**config.mk**
```make
export PLATFORM = sky130hd
export DESIGN_NAME = dlx_instr_encoder
export DESIGN_NICKNAME = d
export VERILOG_FILES = /design/src/rtl/dlx_isa_pkg.sv /design/src/rtl/dlx_field_pack.sv /design/src/rtl/dlx_instr_encoder.sv
export SDC_FILE = /design/constraint.sdc
export NUM_CORES = 1
export LEC_CHECK = 0
export CORE_MARGIN = 3
export CORE_UTILIZATION = 47
export DETAILED_ROUTE_END_ITERATION = 10
export GPL_TIMING_DRIVEN = 0
export PLACE_DENSITY_LB_ADDON = 0.25
export SLEW_MARGIN = 5
export SYNTH_ARGS = -nofsm -noshare
export SYNTH_HDL_FRONTEND = slang
export SYNTH_HIERARCHICAL = 1
export SYNTH_SLANG_ARGS = --single-unit
```
**constraint.sdc**
```tcl
create_clock -name clk -period 3.17 [get_ports clk]
set_input_delay 0.634 -clock clk [delete_from_list [all_inputs] [get_ports clk]]
set_output_delay 0.634 -clock clk [all_outputs]
set_load 0.01 [all_outputs]
```
**src/rtl/dlx_isa_pkg.sv**
```systemverilog
// Shared DLX ISA table: request kinds, loader states, opcode/func constants and legality checks.
// Used by both the instruction encoder and the control decoder so the two agree on one ISA table.
package dlx_isa_pkg;

    typedef enum logic [1:0] {
        KIND_R   = 2'd0,
        KIND_I   = 2'd1,
        KIND_J   = 2'd2,
        KIND_END = 2'd3
    } kind_e;

    typedef enum logic [1:0] {
        ST_IDLE = 2'd0,
        ST_LOAD = 2'd1,
        ST_DONE = 2'd2
    } state_e;

    localparam logic [5:0] OP_RTYPE = 6'd0;
    localparam logic [5:0] OP_RFP   = 6'd1;
    localparam logic [5:0] OP_J     = 6'd2;
    localparam logic [5:0] OP_JAL   = 6'd3;
    localparam logic [5:0] OP_BEQZ  = 6'd4;
    localparam logic [5:0] OP_BNEZ  = 6'd5;
    localparam logic [5:0] OP_ADDI  = 6'd8;
    localparam logic [5:0] OP_LW    = 6'd35;
    localparam logic [5:0] OP_SW    = 6'd43;

    localparam logic [10:0] FN_SLL  = 11'd4;
    localparam logic [10:0] FN_MULT = 11'd14;
    localparam logic [10:0] FN_ADD  = 11'd32;
    localparam logic [10:0] FN_SUB  = 11'd34;
    localparam logic [10:0] FN_AND  = 11'd36;
    localparam logic [10:0] FN_OR   = 11'd37;

    function automatic logic is_legal_r(input logic [10:0] func);
        case (func) inside
            11'd4, 11'd6, 11'd7, 11'd14, 11'd21, 11'd22,
            [11'd32:11'd38], [11'd40:11'd45], 11'd52, 11'd53: return 1'b1;
            default: return 1'b0;
        endcase
    endfunction

    function automatic logic is_legal_i(input logic [5:0] op);
        case (op) inside
            6'd4, 6'd5, [6'd8:6'd15], [6'd18:6'd20], [6'd22:6'd29],
            6'd32, 6'd33, [6'd35:6'd37], 6'd40, 6'd41, 6'd43: return 1'b1;
            default: return 1'b0;
        endcase
    endfunction

    function automatic logic is_legal_j(input logic [5:0] op);
        return (op == OP_J) || (op == OP_JAL);
    endfunction

    // Multiply/divide-class R functions execute on the FP unit and carry opcode 1.
    function automatic logic [5:0] r_opcode(input logic [10:0] func);
        case (func)
            11'd14, 11'd22, 11'd52, 11'd53: return OP_RFP;
            default: return OP_RTYPE;
        endcase
    endfunction

endpackage

```
**src/rtl/dlx_field_pack.sv**
```systemverilog
// Combinational field packer: turns one request's fields into a 32-bit DLX word plus a legality flag.
module dlx_field_pack
    import dlx_isa_pkg::*;
(
    input  kind_e        kind,
    input  logic [5:0]   op,
    input  logic [10:0]  func,
    input  logic [4:0]   rd,
    input  logic [4:0]   rs1,
    input  logic [4:0]   rs2,
    input  logic [25:0]  imm,
    output logic [31:0]  word,
    output logic         legal
);

    // NOTE: every output gets a default before the case so no path leaves it unassigned (no latch).
    always_comb begin
        word  = '0;
        legal = 1'b0;
        case (kind)
            KIND_R: begin
                word  = {r_opcode(func), rs2, rs1, rd, func};
                legal = is_legal_r(func);
            end
            KIND_I: begin
                word  = {op, rs1, rd, imm[15:0]};
                legal = is_legal_i(op);
            end
            KIND_J: begin
                word  = {op, imm};
                legal = is_legal_j(op);
            end
            default: ;
        endcase
    end

endmodule

```
**src/rtl/dlx_instr_encoder.sv**
```systemverilog
// Instruction-memory loader: accepts field-level requests, encodes them, and writes one word per cycle
// from a base address, with session FSM, word counter and sticky first-error capture.
module dlx_instr_encoder
    import dlx_isa_pkg::*;
#(
    parameter int ADDR_W    = 10,
    parameter int MAX_WORDS = 1024
) (
    input  logic              clk,
    input  logic              reset,
    input  logic              start,
    input  logic [ADDR_W-1:0] base_addr,
    input  logic              in_valid,
    output logic              in_ready,
    input  logic [1:0]        in_kind,
    input  logic [5:0]        in_op,
    input  logic [10:0]       in_func,
    input  logic [4:0]        in_rd,
    input  logic [4:0]        in_rs1,
    input  logic [4:0]        in_rs2,
    input  logic [25:0]       in_imm,
    output logic              imem_we,
    output logic [ADDR_W-1:0] imem_addr,
    output logic [31:0]       imem_wdata,
    output logic              busy,
    output logic              done,
    output logic [ADDR_W:0]   word_count,
    output logic              err,
    output logic [ADDR_W:0]   err_index
);

    localparam logic [ADDR_W:0] MAX_C = (ADDR_W + 1)'(MAX_WORDS);

    state_e            state_q, state_d;
    logic              we_q, we_d;
    logic [ADDR_W-1:0] addr_q, addr_d;
    logic [31:0]       wdata_q, wdata_d;
    logic [ADDR_W-1:0] addr_cnt_q, addr_cnt_d;
    logic [ADDR_W:0]   word_count_q, word_count_d;
    logic [ADDR_W:0]   req_count_q, req_count_d;
    logic              err_q, err_d;
    logic [ADDR_W:0]   err_index_q, err_index_d;

    kind_e             kind;
    logic [31:0]       pack_word;
    logic              pack_legal;
    logic              accept;
    logic [ADDR_W:0]   wc_pend;
    logic [ADDR_W:0]   wc_inc;
    logic [ADDR_W-1:0] wr_addr;

    assign kind = kind_e'(in_kind);

    dlx_field_pack u_pack (
        .kind  (kind),
        .op    (in_op),
        .func  (in_func),
        .rd    (in_rd),
        .rs1   (in_rs1),
        .rs2   (in_rs2),
        .imm   (in_imm),
        .word  (pack_word),
        .legal (pack_legal)
    );

    // The counters commit a word when its write cycle ends, so a write still in the output
    // register must be counted both for back-pressure and for the next write address.
    assign wc_pend  = word_count_q + (ADDR_W + 1)'(we_q);
    assign wc_inc   = word_count_q + (ADDR_W + 1)'(1);
    assign wr_addr  = addr_cnt_q + ADDR_W'(we_q);
    assign in_ready = (state_q == ST_LOAD) && (wc_pend < MAX_C);
    assign accept   = in_valid && in_ready;

    always_comb begin
        state_d      = state_q;
        we_d         = 1'b0;
        addr_d       = addr_q;
        wdata_d      = wdata_q;
        addr_cnt_d   = addr_cnt_q;
        word_count_d = word_count_q;
        req_count_d  = req_count_q;
        err_d        = err_q;
        err_index_d  = err_index_q;

        if (we_q) begin
            addr_cnt_d   = addr_cnt_q + ADDR_W'(1);
            word_count_d = wc_inc;
            if (wc_inc == MAX_C) state_d = ST_DONE;
        end

        if (accept) begin
            req_count_d = req_count_q + (ADDR_W + 1)'(1);
            if (kind == KIND_END) begin
                state_d = ST_DONE;
            end else if (pack_legal) begin
                we_d    = 1'b1;
                addr_d  = wr_addr;
                wdata_d = pack_word;
            end else begin
                err_d = 1'b1;
                if (!err_q) err_index_d = req_count_q;
            end
        end

        if (start && (state_q != ST_LOAD)) begin
            state_d      = ST_LOAD;
            addr_cnt_d   = base_addr;
            word_count_d = '0;
            req_count_d  = '0;
            err_d        = 1'b0;
            err_index_d  = '0;
        end
    end

    // NOTE: state registers use non-blocking assignments so every flop samples pre-edge values.
    always_ff @(posedge clk) begin
        if (reset) begin
            state_q      <= ST_IDLE;
            we_q         <= 1'b0;
            addr_q       <= '0;
            wdata_q      <= '0;
            addr_cnt_q   <= '0;
            word_count_q <= '0;
            req_count_q  <= '0;
            err_q        <= 1'b0;
            err_index_q  <= '0;
        end else begin
            state_q      <= state_d;
            we_q         <= we_d;
            addr_q       <= addr_d;
            wdata_q      <= wdata_d;
            addr_cnt_q   <= addr_cnt_d;
            word_count_q <= word_count_d;
            req_count_q  <= req_count_d;
            err_q        <= err_d;
            err_index_q  <= err_index_d;
        end
    end

    assign imem_we    = we_q;
    assign imem_addr  = addr_q;
    assign imem_wdata = wdata_q;
    assign busy       = (state_q == ST_LOAD);
    assign done       = (state_q == ST_DONE);
    assign word_count = word_count_q;
    assign err        = err_q;
    assign err_index  = err_index_q;

endmodule

```
==> out/results.ini <==
[run_status]
status = finished clean

[layout]
drive_gt1_share_pct = 6.525
multiInputGateArea_sq_um = 2690
area_growth_pct = 38.81
diodes = 0
n_fill_cell = 793
seq_area_sq_um = 1793
fin_nets = 780
fin_cells = 834

[die]
ios = 143
start_util_pct = 49.28
coreArea_sq_um = 9415
dieArea_sq_um = 11100
die_x_microns = 105.4
die_y_microns = 105.4
num_rows = 35

[route]
drc = 0
drt_wl_total_microns = 13170
wire_per_inst_microns = 15.79
vias = 4470
antenna_left = 0
drt_pass1_iterations = 4
vias_per_cell = 5.360
initialDrtViolationCount = 182

[pwr]
seqPwrFrac_pct = 52.2
pwr-share-clk_pct = 31.0
p_leak_nw = 2.273
swShare_pct = 27.52
p_int_w = 0.001615
combPwrFrac_pct = 16.7
p_switching_w = 0.0006131
powerDensity_nw_per_um2 = 346.0
power.total_w = 0.002228
peakVddDrop_v = 0.0002359

[synth]
synth_xor_area_share_pct = 7.551
ys_ff_latch = 89
synth_compound_area_share_pct = 9.628
yosysWarnings = 6
synth_largest_area_cell = dfxtp_1
async_reset_ff_share_pct = 0
yosysMostFrequentCell = nor2_1
synth-edff-count = 0
yosysSeqAreaShare_pct = 38.40
synth.avg_cell_area_sq_um = 8.497
syn_area_sq_um = 4639
yosysUniqueCellTypes = 49
synthTopCellsByCount = 95 x nor2_1, 89 x dfxtp_1, 74 x mux2i_1, 47 x nand2_1, 24 x xnor2_1
synth_ff_type = dfxtp_1
synthMuxAreaShare_pct = 15.97
synth_top_family_by_area = simple AND/OR/NAND/NOR gates
yosys.area_share.simple_pct = 23.19
yosys.area_share.adder_pct = 1.348
synth_nets = 625
syn_inst = 546
synth_top_area_share_pct = 38.40
synth_area_leaders = dfxtp_1 38%, mux2i_1 16%, nor2_1 7.7%

[timing]
finalHoldViolCount = 0
setup-tns-final_ns = 0
drv_slew = 0
post-route-period-util_pct = 96.08
holdWs_ns = 0.5006
fin_crit_ns = 3.046
max_slew_margin_pct = 60.56
max_freq_ghz = 0.3283
clock_skew_ns = 0.006185
tightest_slew_ns = 0.5916
finalSetupViolations = 0

[global_route]
grtUsageMet3_pct = 4.225
grt_pass1_wl_microns = 21230
grt_use_met1_pct = 31.07
grt_start_max_net_pins = 16
grt_busiest_layer = met2
grt_pass1_vias = 4207
grt.total_usage_pct = 23.29
antenna_found_initial = 0
use_met2_pct = 38.25
gr-total-overflow = 0

[worst_setup_path]
cp.arrival_ns = 2.41
r2r-start = word_count[2]
start_kind = flip-flop
path_buf_inv = 1
crit_start = word_count[2]
cp_max_fo = 8
cp.required_ns = 2.54
crit_type = flip-flop to output port
max_stage_delay_ns = 0.55
crit_chain = nand4_1 -> o31a_1 -> or2_2 -> nor2_1 -> clkdlybuf4s50_1
endpoint_kind = output port
crit_slowest_cell = clkdlybuf4s50_1
crit_family = simple AND/OR/NAND/NOR gates

[clock_network]
clk_pin_slew_worst_paths_ns = 0.09
insertion_delay_ns = 0.36
cts.sinks = 89
clockBufferDepth = 2
htree_levels = 3
cts_tree = yes
clockRootBuffer = clkbuf_8
cts_buffers = 9
ctsHoldBuffers = 0

[place]
placedCellCount = 817
post-dp-hpwl_microns = 10080
gp_congestion = 0.8639
portBuffers = 142

[hold_path]
min_from = imem_wdata[26]
hold_class = flip-flop to flip-flop

[job]
cap_violations = 0

cell families after synthesis:
group,count (synthesis)
buffers and inverters,38
adders and majority gates,5
AOI/OAI and AO/OA,71
and+or+nand+nor,229
DFF,89
xor gates and xnor gates,40
muxes,74
power by group through the flow:
stage               clock [W]  sequential, W  combinational (W)
finish               0.000692        0.00116           0.000373
global placement            0        0.00119           0.000359
global route         0.000759        0.00117           0.000404
floorplan                   0        0.00119           0.000184
detailed placement          0        0.00119           0.000368
CTS                  0.000704        0.00116           0.000371
cells in the final DEF (no fill, tap or decap), drive strengths merged, types with 2 or more instances in the layout:
master	Yosys	layout
clkdlybuf4s50	0	140
nor2	95	95
dfxtp	89	89
mux2i	74	74
nand2	47	47
o21ai	29	29
clkbuf	17	27
xnor2	24	24
a211oi	18	18
nand3	17	17
buf	16	17
xor2	16	16
nor3	16	16
nand4	13	13
nor4	9	9
a21oi	8	8
and2	7	7
inv	5	6
nand2b	5	5
nor2b	5	5
ha	5	5
clkinvlp	0	4
nand3b	3	3
or3	3	3
and3	2	2
a211o	2	2
a31oi	2	2
o22ai	2	2
dlymetal6s2s	0	2
flip-flops by register name, indices dropped and copies added (netlist names):
register / flops
imem_addr: 10
addr_cnt_q: 10
state_q: 2
word_count: 11
err_index: 11
err: 1
req_count_q: 11
imem_we: 1
imem_wdata: 32
final timing paths:
| path | to | cells past startpoint | slack, ns |
|---|---|---|---|
| hold / removal | imem_wdata[26] | 2 | 0.50 |
| setup / recovery | in_ready | 5 | 0.12 |
| hold reg to reg | imem_wdata[26] | 2 | 0.50 |
| setup reg to reg | imem_wdata[11] | 7 | 0.86 |
metal layers:
metal / share of wire [%] / vias up
met1: 44 / 2094
met3: 6.5 / 18
met5: 0 / -
met2: 48 / 144
li1: - / 2214
met4: 1.7 / 0
area by class of cell:
cell class	instances	area share, %
Multi-Input combinational cell	419	41.77
Tap cell	129	2.506
Timing Repair Buffer	144	22.38
Clock inverter	6	0.6800
Sequential cell	89	27.84
Inverter	5	0.2914
Clock buffer	9	1.923
Buffer	33	2.603
worst reg2reg max path: cells and delay by family, from the launching register on:
family | cells | cell delay, ns
flops | 1 | 0.43
compound gates | 1 | 0.38
mux | 1 | 0.25
buf+inv | 2 | 0.48
simple gates | 3 | 0.67
metrics by stage:
stage | util [%] | instance area (sq um) | worst slack [ns]
2_1_floorplan | - | 4639 | 0.5868
3_3_place_gp | 66.09 | 6222 | -0.3272
3_5_place_dp | 66.09 | 6222 | -0.3950
4_1_cts | 67.89 | 6392 | 0.001897
5_1_grt | 68.40 | 6440 | -0.02838
6_report | 68.40 | 6440 | 0.1243
timing repair:
item / CTS / global route
setup buffers: 0 / 2
gates cloned: 0 / 0
pin swaps: 0 / 2
gates resized for setup: 1 / 14
endpoints found under the setup margin: 4 / 11
Note: power is estimated with default switching activity, not from simulation.
